[src/rtl/mux_ser_pkg.sv]
// Shared widths and FSM state encoding for the mux_ser_seq serializer.
// MUX_SER_PARITY_EN adds the ST_PAR state and the parity helper.
package mux_ser_pkg;
    localparam int DATA_W = 8;
    localparam int SEL_W  = 3;

`ifdef MUX_SER_PARITY_EN
    typedef enum logic [1:0] {
        ST_IDLE  = 2'd0,
        ST_SHIFT = 2'd1,
        ST_PAR   = 2'd2
    } state_t;

    function automatic logic even_parity(input logic [DATA_W-1:0] d);
        return ^d;
    endfunction
`else
    typedef enum logic [1:0] {
        ST_IDLE  = 2'd0,
        ST_SHIFT = 2'd1
    } state_t;
`endif
endpackage

[src/rtl/mux8_1.sv]
// 8:1 bit mux selecting d[sel]; purely combinational, no backpressure.
module mux8_1
    import mux_ser_pkg::*;
(
    input  logic [DATA_W-1:0] d,
    input  logic [SEL_W-1:0]  sel,
    output logic              y
);
    assign y = d[sel];
endmodule

[src/rtl/mux_ser_seq.sv]
// LSB-first serializer holding each bit BIT_CYCLES clocks; frame = 8*BIT_CYCLES (+1 bit with MUX_SER_PARITY_EN).
// in_ready only in IDLE, so a word is taken one cycle after the previous frame ends; mid-frame in_valid is ignored.
module mux_ser_seq
    import mux_ser_pkg::*;
#(
    parameter int BIT_CYCLES = 1
) (
    input  logic              clk,
    input  logic              rst,
    input  logic              in_valid,
    input  logic [DATA_W-1:0] in_data,
    output logic              in_ready,
    output logic [DATA_W-1:0] d_out,
    output logic [SEL_W-1:0]  sel_out,
    output logic              ser_out,
    output logic              bit_strobe,
    output logic              busy,
    output logic              frame_done
);
    localparam int CW = (BIT_CYCLES > 1) ? $clog2(BIT_CYCLES) : 1;
    localparam logic [CW-1:0]    LAST_CNT = CW'(BIT_CYCLES - 1);
    localparam logic [SEL_W-1:0] LAST_SEL = SEL_W'(DATA_W - 1);

    state_t            state, state_nxt;
    logic [CW-1:0]     cnt, cnt_nxt;
    logic [DATA_W-1:0] d_nxt;
    logic [SEL_W-1:0]  sel_nxt;
    logic              strobe_nxt, done_nxt;
    logic              last_cyc;
    logic              mux_bit;

    mux8_1 u_mux (
        .d   (d_out),
        .sel (sel_out),
        .y   (mux_bit)
    );

    assign last_cyc = (cnt == LAST_CNT);
    assign in_ready = (state == ST_IDLE);
    assign busy     = ~in_ready;

    always_ff @(posedge clk) begin
        if (rst) begin
            state      <= ST_IDLE;
            cnt        <= '0;
            d_out      <= '0;
            sel_out    <= '0;
            bit_strobe <= 1'b0;
            frame_done <= 1'b0;
        end else begin
            state      <= state_nxt;
            cnt        <= cnt_nxt;
            d_out      <= d_nxt;
            sel_out    <= sel_nxt;
            bit_strobe <= strobe_nxt;
            frame_done <= done_nxt;
        end
    end

    always_comb begin
        state_nxt  = state;
        cnt_nxt    = cnt;
        d_nxt      = d_out;
        sel_nxt    = sel_out;
        strobe_nxt = 1'b0;
        done_nxt   = 1'b0;
        case (state)
            ST_IDLE: begin
                if (in_valid) begin
                    d_nxt      = in_data;
                    sel_nxt    = '0;
                    cnt_nxt    = '0;
                    strobe_nxt = 1'b1;
                    state_nxt  = ST_SHIFT;
                end
            end
            ST_SHIFT: begin
                if (!last_cyc) begin
                    cnt_nxt = cnt + CW'(1);
                end else begin
                    cnt_nxt = '0;
                    // sel_out stays at 7 on exit so d_out/sel_out hold their final values
                    if (sel_out == LAST_SEL) begin
`ifdef MUX_SER_PARITY_EN
                        state_nxt  = ST_PAR;
                        strobe_nxt = 1'b1;
`else
                        state_nxt  = ST_IDLE;
                        done_nxt   = 1'b1;
`endif
                    end else begin
                        sel_nxt    = sel_out + SEL_W'(1);
                        strobe_nxt = 1'b1;
                    end
                end
            end
`ifdef MUX_SER_PARITY_EN
            ST_PAR: begin
                if (!last_cyc) begin
                    cnt_nxt = cnt + CW'(1);
                end else begin
                    cnt_nxt   = '0;
                    state_nxt = ST_IDLE;
                    done_nxt  = 1'b1;
                end
            end
`endif
            default: state_nxt = ST_IDLE;
        endcase
    end

    always_comb begin
        ser_out = 1'b0;
        case (state)
            ST_SHIFT: ser_out = mux_bit;
`ifdef MUX_SER_PARITY_EN
            ST_PAR:   ser_out = even_parity(d_out);
`endif
            default:  ser_out = 1'b0;
        endcase
    end
endmodule

[config.mk]
export PLATFORM = sky130hd
export DESIGN_NAME = mux_ser_seq
export DESIGN_NICKNAME = d
export VERILOG_FILES = /design/src/rtl/mux_ser_pkg.sv /design/src/rtl/mux8_1.sv /design/src/rtl/mux_ser_seq.sv
export SDC_FILE = /design/constraint.sdc
export NUM_CORES = 1
export LEC_CHECK = 0
export CORE_MARGIN = 3
export CORE_UTILIZATION = 43
export DETAILED_ROUTE_END_ITERATION = 8
export PLACE_DENSITY = 0.81
export SYNTH_ARGS = -nofsm -noshare
export SYNTH_HDL_FRONTEND = slang
export SYNTH_SLANG_ARGS = --single-unit
export TNS_END_PERCENT = 10
[constraint.sdc]
create_clock -name clk -period 4.05 [get_ports clk]
set_clock_uncertainty 0.2 [all_clocks]
set_input_delay 0.81 -clock clk [delete_from_list [all_inputs] [get_ports clk]]
set_output_delay 0.81 -clock clk [all_outputs]
set_load 0.01 [all_outputs]
Word level (Yosys, flattened, before mapping)
Cells that the tools add are included.
{"block": "totals", "out_inout_bits": 16, "word_cells": 43, "regBits": 16, "inputBits": 11}
{"block": "op_classes", "n_reduce_logical": 7, "order_cmp": 1, "add_sub_neg": 2, "n_eq_ne": 6, "bitwise": 2, "n_mux": 19}
{"op": "$mux W3", "n": 3}
{"op": "$mux W1", "n": 8}
{"op": "$ne A2 B2 Y1 const B", "n": 4}
{"op": "$mux W2", "n": 3}
{"op": "$pmux W3 S2", "n": 1}
{"op": "$lt A3 B4 Y1 const B", "n": 1}
{"op": "$pmux W1 S2", "n": 2}
{"op": "$pmux W2 S2", "n": 1}
{"op": "$reduce_and A2 Y1", "n": 2}
{"op": "$reduce_and A4 Y1", "n": 1}
{"op": "$add A3 B1 Y3 const B", "n": 1}
{"op": "$bmux W1 S3", "n": 1}
{"op": "$eq A3 B3 Y1 const B", "n": 1}
{"op": "$reduce_and A3 Y1", "n": 1}
{"op": "$reduce_or A3 Y1", "n": 1}
{"op": "$eq A2 B1 Y1 const B", "n": 1}
{"op": "$logic_not A2 Y1", "n": 1}
{"op": "$not A1 Y1", "n": 2}
{"op": "$reduce_bool A2 Y1", "n": 1}
{"op": "$add A1 B1 Y1 const B", "n": 1}

Depth between registers and ports, before layout
Gate-level depths: netlist of run 1.
{"block": "depth", "word_depth": 4, "ltp_mapped": 5, "depth_no_buf": 5}

Cells and area by module
A second synthesis of run 1 with hierarchy kept.
{"block": "unflattened", "hier_cells": 58, "hier_area_um2": 631.9}
{"mod": "mux_ser_seq", "instances": 1, "cells_per_inst": 55, "area_per_inst_um2": 568.0}
{"mod": "mux8_1", "instances": 1, "cells_per_inst": 3, "area_per_inst_um2": 63.8}

Least setup slack after synthesis of run 1
OpenSTA, ideal clock, no wires.
{"block": "synth_timing", "kind": "reg-to-output", "startpoint": "register state[0]", "endpoint": "output ser_out", "arrival_time_ns": 1.200, "required_time_ns": 3.040, "stages_incl_launch_ff": 4, "path_slack_ns": 1.840, "cell_sequence": "dfxtp_1 -> clkbuf_1 -> o31ai_1 -> a311oi_1"}
{"block": "synth_via", "elab_chain_len": 2}
{"element": "from (decl)", "line_no": "mux_ser_seq.sv:24", "rtl": "state_t state, state_nxt;"}
{"element": "from (signal assigned)", "line_no": "mux_ser_seq.sv:51", "rtl": "state <= state_nxt;"}
{"element": "$eq A2 B1 Y1", "line_no": "mux_ser_seq.sv:114", "rtl": "case (state)"}
{"element": "$mux W1", "line_no": "mux_ser_seq.sv:114"}
{"element": "to (decl)", "line_no": "mux_ser_seq.sv:15", "rtl": "output logic ser_out,"}
Every way passes these cells.

Worst setup path after layout of run 1
{"block": "layout_timing", "startpoint": "register sel_out[0]", "endpoint": "output ser_out"}
{"block": "layout_via", "elab_chain_len": 3}
{"element": "from (decl)", "line_no": "mux_ser_seq.sv:14", "rtl": "output logic [SEL_W-1:0] sel_out,"}
{"element": "from (signal assigned)", "line_no": "mux_ser_seq.sv:54", "rtl": "sel_out <= sel_nxt;"}
{"element": "$bmux W1 S3", "line_no": "mux8_1.sv:9", "rtl": "assign y = d[sel];"}
{"element": "$mux W1 (not written as such)", "line_no": "mux8_1.sv:9"}
{"element": "$mux W1", "line_no": "mux_ser_seq.sv:114"}
Every way passes these cells. The select of a mux whose other input is x is not followed.

==> run summary, run 1 <==
The commonest cells after synthesis are sky130_fd_sc_hd__dfxtp_1 (14), sky130_fd_sc_hd__nor2_1 (13), sky130_fd_sc_hd__mux2i_1 (9). For this run, the post-layout net count is 104. The worst reg-to-reg setup slack came out at 2.20 ns. For this design the ratio of total power to cell area is 330 mW/mm². Across the run, the number of max-cap violations was 0. The synthesized design contains 0 enable-type register cells.

Number of rows created at floorplan: 13. The number of clock buffers added by TritonCTS is 3. The run gives 0.411 as the worst max-slew margin expressed relative to the limit. Number of antenna repair diodes: 0. For the leakage power summed over all cells, the log shows 0.000378 µW. The cell type with the highest aggregate area in the netlist was sky130_fd_sc_hd__dfxtp_1. The endpoint of the lowest-slack register-to-register path was d_out[5]$_SDFFE_PP0P_. The reported net switching power came out at 73.8 µW. The detailed-route wire length per cell is 13.4 µm, and the initial antenna violation count is 0.

The run gives 0.000160 V as the maximum resistive drop on vdd. The tools report the number of distinct library cell variants in the gate-level netlist after synthesis as 17. The completed layout was analyzed and its total power is 307 µW. For the total count of hold-check failures in the final report, the log shows 0. The hold path depth came out at 2. The placer congestion estimate is 0.682, and the largest fanout of any net on the critical path is 7.

In the synthesized netlist the dominant register cell turns out to be sky130_fd_sc_hd__dfxtp_1. Worst-margin pin slew: 0.882 ns. The die covers 0.00196 mm². Gates resized during post-CTS repair numbered 0. The number of cells on the worst reg-to-reg path is 3. Synthesis inferred 14 register bits.

The floorplan die width is 44.3 µm, and the synthesis-to-finish area growth is 47.7%. The combinational fraction of design power was 0.172. Pin placement for this block handled 27 I/O pins. The tools report the via count of the first global-routing pass as 513.

In this run the deepest clock path goes through 2 buffers. Clock-pin slew was measured on the worst setup and hold paths at 0.09 ns. Detailed routing inserted a total of 532 vias. Setup repair after global routing left no endpoint under its margin. After the first detailed-routing iteration, the DRC count stood at 11. For the sequential power share, the log shows 0.500.

The floorplan step set the die height to 44.3 µm. Most frequently used cell type in the post-synthesis netlist: sky130_fd_sc_hd__dfxtp_1. The proportion of synthesized flip-flops having asynchronous set or reset was 0. The run gives 0.164 as the total routing resource utilization after global routing.

During synthesis, Yosys emitted a total of 0 warnings. The cell count after synthesis came out at 62. For the final routed database, the setup TNS stands at 0 ns. H-tree depth: 1. In this run the clock root is driven by a sky130_fd_sc_hd__clkbuf_4. The share of layout cells above drive strength 1 was 0.0787.

The category of the most critical setup path was flip-flop to output port. The first global-routing pass estimated 2370 µm of wire. The clock drives 14 sinks.

The worst setup path is captured at an output port. The post-synth net total is 76. The final clock period utilization by the worst path was 0.743; the average cell area after synthesis was 10.2 µm². The initial cell density of the core was 0.472. The count of nets left with antenna violations once routing finished came out at 0.

Entering global routing, the biggest net connects 15 pins. The flow ran to the end, and the final reports show no timing, DRC or antenna violations. For hold timing, the worst endpoint is d_out[1]$_SDFFE_PP0P_. The worst path needs 3.01 ns of the cycle, external delays included. The region available for standard cell placement spans 0.00133 mm².

The clock network power share is 0.329, and the arrival time of the worst setup path is 2.00 ns. During placement, the flow inserted port buffers numbering 26. After detailed routing, the total wire length is 1390 µm.

Setup violations remaining at the end of the flow were counted as 0. In the routed layout, each cell is associated on average with a via count of 5.12. The startpoint of the most critical register-to-register path was state[0]$_SDFFE_PP0P_. The proportion of netlist area held by the largest area contributor came out at 0.445.

The register area share after synthesis came out at 0.445. In the routed design, unresolved DRC markers number 0. In the post-synthesis netlist, the biggest area contributors are sky130_fd_sc_hd__dfxtp_1 (45%), sky130_fd_sc_hd__mux2i_1 (14%), sky130_fd_sc_hd__nor2_1 (7.8%). Summed over all layers, the global routing overflow is 0. Data on the critical path is required at its endpoint by 3.04 ns. The clock latency on the worst-skew pair was 0.28 ns; the iteration count of the initial detailed-routing pass was 4. The switching fraction of total power was 0.241; the final count of pins violating max slew was 0. In this run the cell area of the synthesized design comes to 629 µm². Detailed placement ended at an HPWL of 1050 µm.

The number of setup buffers added after CTS is 0. Timing would allow up to 332 MHz. The tightest min-delay check is of the flip-flop to flip-flop type. The worst hold path begins at d_out[1]$_SDFFE_PP0P_. TritonCTS built the clock tree.

The internal power of the cells totals 233 µW. STA classifies the critical path startpoint as a flip-flop. After clock tree synthesis, the flow added hold-fix buffers numbering 0.
==> registers in the layout, indices dropped and copies added, names as in the netlist <==
name and count:
bit_strobe 1, frame_done 1, d_out 8, sel_out 3, state 1
==> worst max-delay path: stages (launching register included) <==
cell	delay [ns]
sky130_fd_sc_hd__dfxtp_1	0.48
sky130_fd_sc_hd__mux4_1	0.60
sky130_fd_sc_hd__nor2_1	0.11
sky130_fd_sc_hd__a311oi_1	0.05
sky130_fd_sc_hd__clkdlybuf4s50_1	0.49
==> worst max-delay path by stage <==
| stage | slack, ns | cells after the start | startpoint | endpoint |
|---|---|---|---|---|
| global route | 0.94 | 4 | sel_out[0]$_SDFFE_PP0P_ | ser_out |
| detailed placement | 1.26 | 4 | in_valid | d_out[5]$_SDFFE_PP0P_ |
| CTS | 1.04 | 4 | sel_out[0]$_SDFFE_PP0P_ | ser_out |
| finish | 1.04 | 4 | sel_out[0]$_SDFFE_PP0P_ | ser_out |
| floorplan | 1.84 | 3 | state[0]$_SDFFE_PP0P_ | ser_out |
| global placement | 1.32 | 4 | in_valid | d_out[7]$_SDFFE_PP0P_ |
==> cell usage in the layout (no fill, tap or decap), drive strengths merged <==
master and n:
clkdlybuf4s50 26, dfxtp 14, nor2 13, mux2i 9, a21oi 5, clkbuf 4, mux2 3, nor3b 3
ha 3, inv 2, o31ai 1, mux4 1, a311oi 1, nor2b 1, o21bai 1, nand2 1
xnor2 1
==> cell families (layout without fill, tap and decap cells) <==
kind of cell / Yosys count / after routing / share of synthesized area
buffers and inverters: 5 / 32 / 0.0358
flip-flops: 14 / 14 / 0.445
AND/OR/NAND/NOR: 18 / 18 / 0.129
AO/OA/AOI/OAI: 8 / 8 / 0.0775
XOR/XNOR: 1 / 1 / 0.0139
multiplexers: 13 / 13 / 0.239
adder cells (fa/ha/maj): 3 / 3 / 0.0596
==> power groups by stage <==
stage	sequential, µW	clock, µW	combinational (µW)
6_report	153	101	52.6
5_1_grt	155	112	56.9
4_1_cts	153	104	53.3
3_5_place_dp	156	0	52.9
3_3_place_gp	156	0	52.1
2_1_floorplan	157	0	22.2
==> layer usage <==
layer  up-vias  GRT usage  wire length (µm)
li1        269          -                 -
met1       247      0.224               640
met2        16      0.262               686
met3         0     0.0244                66
met4         0     0.0542                 0
met5         -          0                 0
==> final cells by class <==
cell class / count / area [µm²]
multi-input combinational: 43 / 327
sequential: 14 / 280
inverter: 2 / 7.51
clock buffer: 4 / 36.3
fill: 108 / 404
tap: 15 / 18.8
timing repair buffer: 26 / 260
==> stage by stage <==
stage / hold WS [ns] / setup WS (ns) / std cells / utilization / instance area (µm²)
2_1_floorplan: 0.339 / 1.84 / 62 / - / 629
3_5_place_dp: 0.322 / 1.26 / 100 / 0.670 / 893
5_1_grt: 0.359 / 0.936 / 104 / 0.697 / 930
4_1_cts: 0.346 / 1.04 / 104 / 0.697 / 930
3_3_place_gp: 0.299 / 1.32 / 100 / 0.670 / 893
6_report: 0.335 / 1.04 / 104 / 0.697 / 930
Power figures use the tool's default switching activity.
==> inputs of run 2 (changes only) <==
- CORE_UTILIZATION: 43 -> 40
- PLACE_DENSITY: 0.81 -> 0.76
- clock period: 4.05 -> 2.95 ns (I/O delays scaled with it)
==> run summary, run 2 (synthesis results as in run 1) <==
The maximum number of buffers from clock root to sink was 2 (unchanged); the arrival time of the worst setup path was 1.97 ns (was 2.00 ns). The maximum resistive drop on vdd is 0.000376 V (was 0.000160 V). The tools report the total detailed-routing wirelength as 1380 µm (was 1390 µm).

The wire length of the first global-routing pass is 2240 µm (was 2370 µm). The run gives 0.00138 mm² (was 0.00133 mm²) as the floorplan core area. The tools report the H-tree depth as 1 (unchanged). Type of the tightest min-delay check: flip-flop to flip-flop (unchanged). Master of the slowest instance on the critical path: sky130_fd_sc_hd__mux4_1 (unchanged). Synthesis-to-finish area growth: 50.1% (was 47.7%). The number of rows created at floorplan was 13 (unchanged); the non-filler instance count after layout was 106 (was 104). The number of design-rule violations left by the first detailed-router iteration came out at 3 (was 11). The number of setup violations in the final report was 0 (unchanged). Setup repair after global routing left no endpoint under its margin. The flip-flop count of the largest register, all copies and words added came out at 8 (unchanged). The detailed-route wire length per cell came out at 13.0 µm (was 13.4 µm). Static timing analysis puts the maximum clock frequency at 363 MHz. The number of buffer cells added on primary ports is 26 (unchanged). The largest net degree at the start of global routing was 14 (was 15); the total power per unit cell area was 448 mW/mm² (was 330 mW/mm²). TritonCTS built the clock tree.

The detailed placer's ending HPWL was 1010 µm (was 1050 µm). The tools report the total routing resource utilization after global routing as 0.149 (was 0.164). The final-stage net count was 106 (was 104); the share of layout cells above drive strength 1 was 0.0989 (was 0.0787). The register area is 280 µm² (unchanged).

The number of buffers created by CTS is 3 (unchanged), and the worst max-slew margin expressed relative to the limit is 0.681 (was 0.411). Top Registers: d_out (8), sel_out (3) (unchanged). The floorplan die width was 45.7 µm (was 44.3 µm); the overall die height was 45.7 µm (was 44.3 µm). The tools report the worst hold margin as 0.324 ns (was 0.335 ns). Ordered cell list for the critical path: mux4_1, nor2_1, a311oi_1, clkdlybuf4s50_1 (unchanged). Register with the most flip-flops: d_out (unchanged).

The run gives 0 (unchanged) as the number of hold-repair buffers added at the cts stage. The run gives 0 (unchanged) as the max-capacitance violation count. The routed design could run at a clock period as short as 2.76 ns.

The total count of hold-check failures in the final report was 0 (unchanged); the number of antenna repair diodes was 0 (unchanged). Leading cell types in the layout, fill and taps excluded: sky130_fd_sc_hd__clkdlybuf4s50_1 (26), sky130_fd_sc_hd__dfxtp_1 (14), sky130_fd_sc_hd__nor2_1 (13), sky130_fd_sc_hd__mux2i_1 (9), sky130_fd_sc_hd__a21oi_1 (5) (unchanged). The clock-pin slew of the registers on the worst-case setup and hold paths works out to 0.09 ns (about the same).

Total vias in the final route: 539 (was 532). The placer congestion estimate was 0.709 (was 0.682). Clock latency on the worst-skew pair: 0.27 ns (was 0.28 ns). The iteration count of the initial detailed-routing pass was 4 (unchanged); the required time of the critical path was 2.16 ns (was 3.04 ns). The run finished with clean final reports. Final routed DRC violation total: 0 (unchanged).

Cell at the root of the clock tree: sky130_fd_sc_hd__clkbuf_4 (unchanged). The tools report the via count of the first global-routing pass as 511 (was 513). The run gives 0 ns (unchanged) as the final setup TNS. The global-route congestion overflow total was 0 (unchanged); the final clock period utilization by the worst path was 0.935. The kind of start point of the critical path is a flip-flop (unchanged). The category of the most critical setup path is flip-flop to output port (unchanged).

The worst-margin pin slew is 0.477 ns (was 0.882 ns), and the largest fanout of any net on the critical path is 7 (unchanged). The most common library cell in the layout ignoring fill and taps was sky130_fd_sc_hd__clkdlybuf4s50_1 (unchanged). The run gives 0 (unchanged) as the final count of pins violating max slew. The logs give 0 (unchanged) for the post-detailed-route count of antenna-violating nets and 1.13 ns (was 2.20 ns) for the worst reg-to-reg setup slack. The number of primary I/O pins was 27 (unchanged). The vias per cell works out to 5.08 (was 5.12). The utilization of the core after routing came out at 0.683 (was 0.697). For the area of the die, the log shows 0.00209 mm² (was 0.00196 mm²). The sort of element at the end of the critical path was an output port (unchanged).

For the instance count after placement with tap cells included, the log shows 102 (was 100). The run gives 0.455 (was 0.472) as the initial cell density of the core. The logs give 111 (was 108) for the count of fill cells added during filler insertion and 0.000388 µW (was 0.000378 µW) for the leakage power summed over all cells.

The area taken by multi-input logic gates was 327 µm² (unchanged). The initial antenna violation count was 0 (unchanged); the post-cts repair resize count was 0 (unchanged). Delay of the slowest cell on the worst path: 0.58 ns (was 0.60 ns).

The run gives 0 (unchanged) as the number of setup buffers added after CTS. The clock sink count is 14 (unchanged).
## run 2: cell types whose count changed in the layout (fill, tap and decap cells not counted), sizes merged
cell	previous run	this run
buf	0	2
## run 2: area by class of cell
| class | instances | area share |
|---|---|---|
| flip-flops and latches | 14 | 0.297 |
| well taps | 15 | 0.0199 |
| repair buffers | 28 | 0.291 |
| inverters | 2 | 0.00795 |
| clock buffers | 4 | 0.0384 |
| multi-input cells | 43 | 0.346 |
## run 2: critical path: cells and delay by family, from the launching register on
family          cells  cell delay, ns
simple gates        1            0.10
compound gates      1            0.05
buf+inv             1            0.49
mux                 1            0.58
flops               1            0.48
## run 2: stage by stage
stage	power [µW]	area, µm²	setup WS [ns]
finish	423	945	0.193
global route	444	945	0.100
CTS	427	945	0.175
detailed placement	289	908	0.485
global placement	289	908	0.524
floorplan	246	629	0.960
## run 2: final timing paths
kind         depth (start not counted)                     from                      end
max                                  4  sel_out[0]$_SDFFE_PP0P_                  ser_out
min                                  2    d_out[4]$_SDFFE_PP0P_    d_out[4]$_SDFFE_PP0P_
max reg2reg                          5  sel_out[0]$_SDFFE_PP0P_  sel_out[2]$_SDFFE_PP0P_
min reg2reg                          2    d_out[4]$_SDFFE_PP0P_    d_out[4]$_SDFFE_PP0P_
## run 2: per-layer routing
metal	wire length, µm	vias to the layer above	track usage
met3	59	2	0.0237
met5	0	-	0
met2	663	16	0.242
met1	642	245	0.190
met4	12	0	0.0702
li1	-	276	-
## run 2: power breakdown
group / leakage (µW) / total (µW) / internal, µW / switching (µW)
logic: 0.000252 / 77.3 / 47.8 / 29.6
clock network: 0.0000210 / 139 / 75.0 / 63.8
registers: 0.000115 / 207 / 199 / 8.08
total: 0.000388 / 423 / 322 / 101
